==> config.mk <==
export PLATFORM = sky130hd
export DESIGN_NAME = sd_block_reader
export DESIGN_NICKNAME = d
export VERILOG_FILES = /design/src/rtl/sd_block_reader.sv
export SDC_FILE = /design/constraint.sdc
export NUM_CORES = 1
export LEC_CHECK = 0
export CORE_MARGIN = 5
export CORE_UTILIZATION = 63
export CTS_CLUSTER_DIAMETER = 80
export DETAILED_ROUTE_END_ITERATION = 8
export DONT_BUFFER_PORTS = 1
export GPL_TIMING_DRIVEN = 0
export PLACE_DENSITY = 0.76
export REMOVE_ABC_BUFFERS = 1
export SLEW_MARGIN = 10
export SYNTH_ARGS = -nofsm -noshare
export SYNTH_HDL_FRONTEND = slang
export SYNTH_SLANG_ARGS = --single-unit
==> constraint.sdc <==
create_clock -name clk -period 4.9 [get_ports clk]
set_clock_uncertainty 0.15 [all_clocks]
set_input_delay 1.47 -clock clk [delete_from_list [all_inputs] [get_ports clk]]
set_output_delay 1.47 -clock clk [all_outputs]
set_load 0.05 [all_outputs]
==> src/rtl/sd_block_reader.sv <==
// ---------------------------------------------------------------------------
// sd_block_reader
// Receives one SPI-mode SD data block after CMD17. The host has already seen
// the R1 response. This block clocks the card, waits for the start token,
// streams out the data bytes, and checks the trailing CRC16-CCITT.
//
// Ports
//   clk          system clock (the only clock)
//   rst          asynchronous active-high reset
//   start        one-clk pulse that begins a read (ignored while busy)
//   abort        synchronous abandon of the current read
//   miso         card data out
//   mosi         held high (the card only needs idle ones during a read)
//   sdclk        SPI clock to the card, idles high
//   byte_data    last received data byte, MSB first on the wire
//   byte_valid   one-clk qualifier for byte_data
//   done         one-clk pulse at the end of a read (ok, crc, token or timeout)
//   crc_error    received CRC differs from the computed one
//   token_error  a token other than 0xFE/0xFF arrived
//   err_code     low nibble of the offending token
//   timeout      no token arrived within TOKEN_TIMEOUT clks
//   busy         high whenever the FSM is not idle
// ---------------------------------------------------------------------------
module sd_block_reader #(
  parameter int CLK_DIV_POWER2 = 2,
  parameter int TOKEN_TIMEOUT  = 270000,
  parameter int BLOCK_BYTES    = 512
) (
  input  logic       clk,
  input  logic       rst,
  input  logic       start,
  input  logic       abort,
  input  logic       miso,
  output logic       mosi,
  output logic       sdclk,
  output logic [7:0] byte_data,
  output logic       byte_valid,
  output logic       done,
  output logic       crc_error,
  output logic       token_error,
  output logic [3:0] err_code,
  output logic       timeout,
  output logic       busy
);

  localparam logic [2:0] ST_IDLE   = 3'd0;
  localparam logic [2:0] ST_WAIT   = 3'd1;
  localparam logic [2:0] ST_DATA   = 3'd2;
  localparam logic [2:0] ST_CRC    = 3'd3;
  localparam logic [2:0] ST_FINISH = 3'd4;

  localparam int DW = CLK_DIV_POWER2;
  localparam int TW = $clog2(TOKEN_TIMEOUT + 1);
  localparam int IW = (BLOCK_BYTES > 1) ? $clog2(BLOCK_BYTES) : 1;

  // Last clk before sdclk rises: the card's bit is stable here.
  localparam logic [DW-1:0] TICK_VAL = DW'((1 << (DW - 1)) - 1);
  localparam logic [DW-1:0] DIV_ONE  = DW'(1);
  localparam logic [TW-1:0] TMO_LAST = TW'(TOKEN_TIMEOUT - 1);
  localparam logic [TW-1:0] TMO_ONE  = TW'(1);
  localparam logic [IW-1:0] IDX_LAST = IW'(BLOCK_BYTES - 1);
  localparam logic [IW-1:0] IDX_ONE  = IW'(1);

  // One bitwise step of CRC16-CCITT (poly 0x1021, non-reflected).
  function automatic logic [15:0] f_crc16_bit(input logic [15:0] crc, input logic bit_in);
    logic [15:0] v_poly;
    v_poly      = (crc[15] ^ bit_in) ? 16'h1021 : 16'h0000;
    f_crc16_bit = {crc[14:0], 1'b0} ^ v_poly;
  endfunction

  logic [2:0]    r_state;
  logic [DW-1:0] r_div_cnt;
  logic          r_sdclk;
  logic          r_busy;
  logic [6:0]    r_shift;
  logic [2:0]    r_bit_cnt;
  logic [TW-1:0] r_tmo_cnt;
  logic [IW-1:0] r_idx;
  logic [15:0]   r_crc;
  logic [15:0]   r_crc_rx;
  logic [3:0]    r_crc_cnt;
  logic [7:0]    r_byte_data;
  logic          r_byte_valid;
  logic          r_done;
  logic          r_crc_error;
  logic          r_token_error;
  logic [3:0]    r_err_code;
  logic          r_timeout;

  logic [2:0]    w_state_next;
  logic [DW-1:0] w_div_next;
  logic          w_sdclk_next;
  logic          w_tick;
  logic          w_boundary;
  logic [7:0]    w_byte;
  logic          w_accept;
  logic          w_run;
  logic          w_token_seen;
  logic          w_expire;

  assign w_tick       = (r_state != ST_IDLE) && (r_div_cnt == TICK_VAL);
  assign w_byte       = {r_shift, miso};
  assign w_boundary   = w_tick && (r_bit_cnt == 3'd7);
  assign w_accept     = (r_state == ST_IDLE) && start;
  assign w_run        = (r_state != ST_IDLE) && !abort;
  // 0xFF is idle fill, anything else at a byte boundary is a token.
  assign w_token_seen = (r_state == ST_WAIT) && w_boundary && (w_byte != 8'hFF);
  // A token arriving on the expiry cycle takes precedence over the timeout.
  assign w_expire     = (r_state == ST_WAIT) && !w_token_seen && (r_tmo_cnt == TMO_LAST);

  assign w_div_next   = (r_state == ST_IDLE) ? {DW{1'b0}} : (r_div_cnt + DIV_ONE);
  // sdclk tracks the divider MSB of the coming cycle so it rises right after a sample.
  assign w_sdclk_next = (w_state_next == ST_IDLE) ? 1'b1 : w_div_next[DW-1];

  // Next-state selection; abort overrides every other transition.
  always_comb begin
    w_state_next = r_state;
    if ((r_state != ST_IDLE) && abort) begin
      w_state_next = ST_IDLE;
    end else begin
      case (r_state)
        ST_IDLE: begin
          if (start) w_state_next = ST_WAIT;
          else       w_state_next = ST_IDLE;
        end
        ST_WAIT: begin
          if (w_token_seen) begin
            if (w_byte == 8'hFE) w_state_next = ST_DATA;
            else                 w_state_next = ST_FINISH;
          end else if (w_expire) begin
            w_state_next = ST_FINISH;
          end else begin
            w_state_next = ST_WAIT;
          end
        end
        ST_DATA: begin
          if (w_boundary && (r_idx == IDX_LAST)) w_state_next = ST_CRC;
          else                                   w_state_next = ST_DATA;
        end
        ST_CRC: begin
          if (w_tick && (r_crc_cnt == 4'd15)) w_state_next = ST_FINISH;
          else                                w_state_next = ST_CRC;
        end
        ST_FINISH: w_state_next = ST_IDLE;
        default:   w_state_next = ST_IDLE;
      endcase
    end
  end

  // State register, clock divider and sdclk generation.
  always_ff @(posedge clk or posedge rst) begin
    if (rst) begin
      r_state   <= ST_IDLE;
      r_div_cnt <= {DW{1'b0}};
      r_sdclk   <= 1'b1;
      r_busy    <= 1'b0;
    end else begin
      r_state   <= w_state_next;
      r_div_cnt <= w_div_next;
      r_sdclk   <= w_sdclk_next;
      r_busy    <= (w_state_next != ST_IDLE);
    end
  end

  // Bit capture, token check, data streaming, CRC accumulation and status flags.
  always_ff @(posedge clk or posedge rst) begin
    if (rst) begin
      r_shift       <= 7'd0;
      r_bit_cnt     <= 3'd0;
      r_tmo_cnt     <= {TW{1'b0}};
      r_idx         <= {IW{1'b0}};
      r_crc         <= 16'h0000;
      r_crc_rx      <= 16'h0000;
      r_crc_cnt     <= 4'd0;
      r_byte_data   <= 8'h00;
      r_byte_valid  <= 1'b0;
      r_done        <= 1'b0;
      r_crc_error   <= 1'b0;
      r_token_error <= 1'b0;
      r_err_code    <= 4'h0;
      r_timeout     <= 1'b0;
    end else begin
      r_byte_valid <= 1'b0;
      r_done       <= 1'b0;
      if (w_accept) begin
        r_shift       <= 7'd0;
        r_bit_cnt     <= 3'd0;
        r_tmo_cnt     <= {TW{1'b0}};
        r_idx         <= {IW{1'b0}};
        r_crc         <= 16'h0000;
        r_crc_rx      <= 16'h0000;
        r_crc_cnt     <= 4'd0;
        r_crc_error   <= 1'b0;
        r_token_error <= 1'b0;
        r_err_code    <= 4'h0;
        r_timeout     <= 1'b0;
      end else if (w_run) begin
        if (w_tick) begin
          r_shift   <= w_byte[6:0];
          r_bit_cnt <= r_bit_cnt + 3'd1;
        end
        case (r_state)
          ST_WAIT: begin
            r_tmo_cnt <= r_tmo_cnt + TMO_ONE;
            if (w_token_seen && (w_byte != 8'hFE)) begin
              r_token_error <= 1'b1;
              r_err_code    <= w_byte[3:0];
            end
            if (w_expire) r_timeout <= 1'b1;
          end
          ST_DATA: begin
            if (w_tick) r_crc <= f_crc16_bit(r_crc, miso);
            if (w_boundary) begin
              r_byte_data  <= w_byte;
              r_byte_valid <= 1'b1;
              r_idx        <= r_idx + IDX_ONE;
            end
          end
          ST_CRC: begin
            if (w_tick) begin
              r_crc_rx  <= {r_crc_rx[14:0], miso};
              r_crc_cnt <= r_crc_cnt + 4'd1;
              if (r_crc_cnt == 4'd15) r_crc_error <= ({r_crc_rx[14:0], miso} != r_crc);
            end
          end
          ST_FINISH: r_done <= 1'b1;
          default: ;
        endcase
      end
    end
  end

  assign mosi        = 1'b1;
  assign sdclk       = r_sdclk;
  assign busy        = r_busy;
  assign byte_data   = r_byte_data;
  assign byte_valid  = r_byte_valid;
  assign done        = r_done;
  assign crc_error   = r_crc_error;
  assign token_error = r_token_error;
  assign err_code    = r_err_code;
  assign timeout     = r_timeout;

endmodule

After elaboration in Yosys (flattened, before gate mapping)
Cells that the tools add are included.

Order comparisons: 0. Divide/modulo/power cells: 0. Add/subtract/negate cells: 5. Eq/ne operators: 13. Shifts and indexed selects: 0. $mul: 0. Bitwise operators: 3. Muxes and demuxes: 60. Reductions and logical operators: 36.

Operator list (count): 16-bit two-way mux (4); 15-bit two-way mux (4); 19-bit two-way mux (3); 9-bit two-way mux (4); 4-bit two-way mux (8); 3-bit two-way mux (8); 1-bit two-way mux (23); 7-bit two-way mux (3); 19-bit by 1-bit adder with 19-bit output (second input constant) (1); 19-bit equality test (second input constant) (1); 2-bit nonzero test (9); 16-bit != test (1); 8-bit != test (second input constant) (2); 16-bit by 13-bit bitwise XOR with 16-bit output (1); 3-bit AND reduction (5); 13-bit two-way mux (1); 1-bit logical AND (12); 3-bit one-hot mux with 4 select lines (1); 9-bit by 1-bit adder with 9-bit output (second input constant) (1); 9-bit equality test (second input constant) (1); 8-bit equality test (second input constant) (1); 4-bit AND reduction (2); 3-bit by 2-bit equality test with 1-bit output (second input constant) (2); 3-bit equality test (second input constant) (2); other kinds (13) (17).

Memory bits (writable): 0. Output and inout bits: 20. Bits of input ports: 5. Register bits after elaboration: 97. Memories: 0. Bits in latches: 0. Memory bits (read-only): 0. Logic and storage cells: 135.

Logic depth before layout (Yosys ltp)
Gate-level depths: netlist (run 1).

Depth after elaboration: 14. Mapped depth: 8. Gate-level depth less buffers: 8.

Worst setup path before layout (run 1)
OpenSTA, ideal clock, no wires.

Path type: input-to-reg. Start point: in abort. End point: reg r_tmo_cnt[10]. Library setup time: 0.077 ns. Cell stages on the path: 6. Arrival time: 2.718 ns. Path slack: 1.954 ns. Data required time: 4.673 ns. Path buffers: 2. Cell sequence: buf_6 -> and2b_1 -> o211ai_2 -> buf_2 -> or4_1 -> a21oi_1.

Cells in the longest elaborated chain, start to end: 4.

Ends and longest elaborated chain: from (decl) (RTL line 32) `input logic abort,`; 1-bit logical NOT (RTL line 105) `assign w_run = (r_state != ST_IDLE) && !abort;`; 1-bit logical AND (RTL line 105); 2-bit nonzero test (no source line); 2-bit AND reduction (no source line); to (signal assigned) (RTL line 170) `r_tmo_cnt <= {TW{1'b0}};`; to (signal assigned) (RTL line 188) `r_tmo_cnt <= {TW{1'b0}};`; to (signal assigned) (RTL line 204) `r_tmo_cnt <= r_tmo_cnt + TMO_ONE;`; to (decl) (RTL line 77) `logic [TW-1:0] r_tmo_cnt;`.

No other way between the ends. A chain may end at the register's enable or synchronous reset.

Worst setup path after layout (run 1)
Start point: in abort. End point: reg r_crc[5].

Cells in the longest elaborated chain, start to end: 4.

Ends and longest elaborated chain: 1-bit logical NOT (RTL line 105); 1-bit logical AND (RTL line 105); 2-bit nonzero test (no source line); 3-bit AND reduction (no source line); to (signal assigned) (RTL line 212) `if (w_tick) r_crc <= f_crc16_bit(r_crc, miso);`; to (decl) (RTL line 79) `logic [15:0] r_crc;`.

No other way between the ends.

==> summary.md, run 1 <==
| Metric | Value |
|---|---|
| Run status | finished clean |
| Clock slew seen by the registers of the worst setup and hold paths | 90 ps |
| Share of total power consumed by net switching | 0.251 |
| End point of the most critical hold path | r_div_cnt[0]$_DFF_PP0_ |
| Clock period minus final worst setup slack | 3500 ps |
| Final wirelength | 9.59 mm |
| Beginning of the worst hold path | r_div_cnt[0]$_DFF_PP0_ |
| Aggregate negative setup slack | 0 ps |
| Placed Area | 0.00472 sq mm |
| Detailed Route Iter0 Violations | 211 |
| Yosys synthesis warning count | 0 |
| # H-tree levels | 3 |
| Final Max Slew Viols | 0 |
| Die width | 96.1 um |
| Post-CTS setup buffer count | 0 |
| Final design area excluding fillers | 0.00496 sq mm |
| Sort of element at the end of the critical path | flop |
| Layout cells sized above 1 | 0.0811 |
| Routability-driven placement congestion ratio | 0.831 |
| Count of unresolved DRC violations after routing | 0 |
| Post-synthesis share of cell area spent on and, or, nand and nor gates | 0.199 |
| Largest incremental delay on the critical path | 930 ps |
| Total leakage power | 2.24 nW |
| Num CTS Buffers | 9 |
| Slew at the pin closest to its max-slew limit | 1110 ps |
| Post-DP HPWL | 6.51 mm |
| Initial core utilization | 0.644 |
| Synthesized-area fraction occupied by xor and xnor cells | 0.0600 |
| Netlist cell types | 53 |
| Wire length of the first global-routing pass | 16.6 mm |
| Synthesized netlist cell count | 462 |
| Share of synthesized area spent on multiplexers | 0.0466 |
| Hold Path Class | reg -> reg |
| First-pass iteration count of the detailed router | 4 |
| Relative slew margins | 0.257 |
| Reported max-cap violation count | 0 |
| Launch point of the worst reg-to-reg path | r_div_cnt[1]$_DFF_PP0_ |
| Leading register cell type out of synthesis | dfrtp_1 |
| Gate family responsible for the most delay along the worst path | simple AND/OR/NAND/NOR gates |
| Flip-flop and latch count after synthesis | 97 |
| Worst slack at placement | 1040 ps |
| Overall power | 1.61 mW |
| Main area contributors after synthesis | dfrtp_1 51%, nand2_1 5.9%, a21oi_1 4.6%, xor2_1 4.5%, mux2i_1 3.2% |
| Number of top-level design ports | 25 |
| Leading cell type in the layout, fill and taps excluded | dfrtp_1 |
| Aggregate global routing overflow | 0 |
| # port buffers | 0 |
| Most used cells in the layout excluding fill and tap cells | 96 x dfrtp_1, 73 x nand2_1, 43 x a21oi_1, 30 x nor2_1, 24 x xor2_1 |
| Number of buffers on the longest clock path | 2 |
| Critical register-to-register path endpoint | r_crc[5]$_DFFE_PP0P_ |
| Global routing usage summed across all routing layers | 0.234 |
| Cell Area, Synth | 0.00467 sq mm |
| Maximum operating frequency | 286 MHz |
| Die boundary height | 96.1 um |
| Worst Hold Path Cells | 1 |
| Final net count | 464 |
| Worst Setup Start Kind | input port |
| Worst IR drop on VDD | 0.000178 V |
| Library cell contributing the largest single delay on the critical path | nor2b_1 |
| Layout Area Growth over Synthesis | 6.08% |
| Fill cell count | 564 |
| Clock tree from TritonCTS | done |
| ANT nets after route | 0 |
| Count of final hold-check violations | 0 |
| Async set-or-reset flop fraction in the synthesized netlist | 1.00 |
| Biggest fanout along the worst timing path | 16 |
| Via count of the first global-routing pass | 3,356 |
| Average detailed-routed wire length per instance | 17.3 um |
| Post-cts repair resize count | 0 |
| Number of synthesized flops with an enable pin | 0 |
| Fin crit share | 0.715 |
| Area share of the leading cell type in the synthesized netlist | 0.514 |
| Library cell with the largest summed area after synthesis | dfrtp_1 |
| Ordered cell list for the critical path | and4bb_1, nor2b_1, nor2_1, a22o_1 |
| Mean post-synth cell area | 10.1 sq um |
| CP Data Required Time | 5000 ps |
| Critical path type | in -> reg |
| Rows | 31 |
| Maximum number of pins on one net before global-route repair | 58 |
| Sequential Power Share | 0.536 |
| Buf+Inv Stages, Crit Path | 0 |
| Area inside the core boundary | 0.00725 sq mm |
| Vias | 3,390 |
| Number of cells on the worst reg-to-reg path | 6 |
| Setup slack after layout | 1400 ps |
| Fraction of power consumed by the clock network | 0.380 |
| Worst skew pair latency | 360 ps |
| Number of clock sinks seen by CTS | 97 |
| Worst reg-to-reg setup slack | 1820 ps |
| Setup violators final | 0 |
| Sequential area share after synthesis | 0.520 |
| Unrepaired setup endpoints after global routing | no |
| Crit path DAT | 3600 ps |
| Final Hold Slack | 296 ps |
| Die ar. | 0.00924 sq mm |
| Antenna Diode Count | 0 |
| Compound-cell area share of the yosys netlist | 0.119 |
| Internal power of the cells | 1.20 mW |
| Routed via count divided by cell count | 6.11 |
| Combinational family with the most area after synthesis | simple AND/OR/NAND/NOR gates |
| Areal power density over the cells | 324 mW/mm^2 |
| Part of the power in combinational logic | 0.084 |
| Root buffer selected by CTS | clkbuf_8 |
| Power spent charging and discharging nets | 0.404 mW |
| Arithmetic-cell share of the synthesized area counting full adders, half adders and majority gates | 0.0187 |
| Hold Buf Count CTS | 0 |
| Number of antenna violations at the first check in global routing | 0 |
==> cell families after synthesis <==
group	count (synthesis)
other	1
xor gates and xnor gates	32
DFF	97
and+or+nand+nor	183
buffers and inverters	35
muxes	21
adders and majority gates	7
AOI/OAI and AO/OA	86
==> power groups by stage <==
stage	clock [mW]	combinational, mW	sequential [mW]
finish	0.611	0.136	0.861
floorplan	0	0.0967	0.871
detailed placement	0	0.136	0.877
global route	0.653	0.154	0.865
CTS	0.617	0.137	0.861
global placement	0	0.125	0.876
==> worst reg2reg max path, cell delays in order, from the launching register on <==
cell and delay (ps):
dfrtp_1 370, inv_1 50, ha_1 280, and4bb_1 510, nor2b_1 940, nor2_1 350
a22o_1 320
==> registers in the layout, indices dropped and copies added (netlist names), 2 cells and up <==
register / flops
r_state: 3
r_crc: 16
r_shift: 7
r_crc_rx: 15
r_div_cnt: 2
r_bit_cnt: 3
r_crc_cnt: 4
byte_data: 8
err_code: 4
r_tmo_cnt: 19
r_idx: 9
==> metal layers <==
metal / vias up / GRT usage / routed length (um)
met3: 12 / 0.0508 / 457
met5: - / 0 / 0
met4: 0 / 0.0687 / 125
li1: 1594 / - / -
met2: 60 / 0.358 / 4550
met1: 1724 / 0.337 / 4460
==> worst max path at each step <==
stage | start | end | slack, ps | cells past startpoint
after global routing | abort | r_crc[5]$_DFFE_PP0P_ | 1220 | 4
final | abort | r_crc[5]$_DFFE_PP0P_ | 1400 | 4
after global placement | start | r_crc[12]$_DFFE_PP0P_ | -430 | 3
after floorplan | rst | busy$_DFF_PP0_ | 750 | 1
after detailed placement | abort | r_crc[5]$_DFFE_PP0P_ | 1040 | 4
after CTS | abort | r_crc[5]$_DFFE_PP0P_ | 1420 | 4
==> cells in the mapped netlist (11+ instances only) <==
master / number
o31ai_1: 12
nand4_1: 11
buf_2: 13
nor2_1: 30
nand2_1: 73
a21oi_1: 43
mux2i_1: 15
nand3_1: 13
dfrtp_1: 96
xor2_1: 24
or4_1: 13
inv_1: 11
==> area by class of cell <==
type	instances	area, sq um	area share
Timing Repair Buffer	3	47.5	0.00959
Multi-Input combinational cell	330	2080	0.420
Clock buffer	10	128	0.0257
Inverter	11	43.8	0.00883
Sequential cell	97	2430	0.490
Tap cell	99	124	0.0250
Clock inverter	5	105	0.0212
==> stage by stage <==
stage	utilization	cells
after CTS	0.683	555
after floorplan	-	438
final	0.683	555
after detailed placement	0.651	540
after global routing	0.683	555
after global placement	0.644	537
Note: power is estimated with default switching activity, not from simulation.
==> run 2: changes to the inputs <==
==> constraint.sdc (replaced) <==
create_clock -name clk -period 3.4 [get_ports clk]
set_clock_uncertainty 0.15 [all_clocks]
set_input_delay 1.02 -clock clk [delete_from_list [all_inputs] [get_ports clk]]
set_output_delay 1.02 -clock clk [all_outputs]
set_load 0.05 [all_outputs]
==> results of run 2 <==
The final DEF is identical to that of run 1. Status: finished clean.
Main changes from that run: setup slack after placement 1040 ps -> -7.76 ps; setup slack after layout 1400 ps -> 322 ps; start point of the critical path abort -> r_div_cnt[1]$_DFF_PP0_; register-to-register setup slack 1820 ps -> 320 ps; total power 1.61 mW -> 2.32 mW; worst IR drop on VDD 0.000178 V -> 0.000257 V
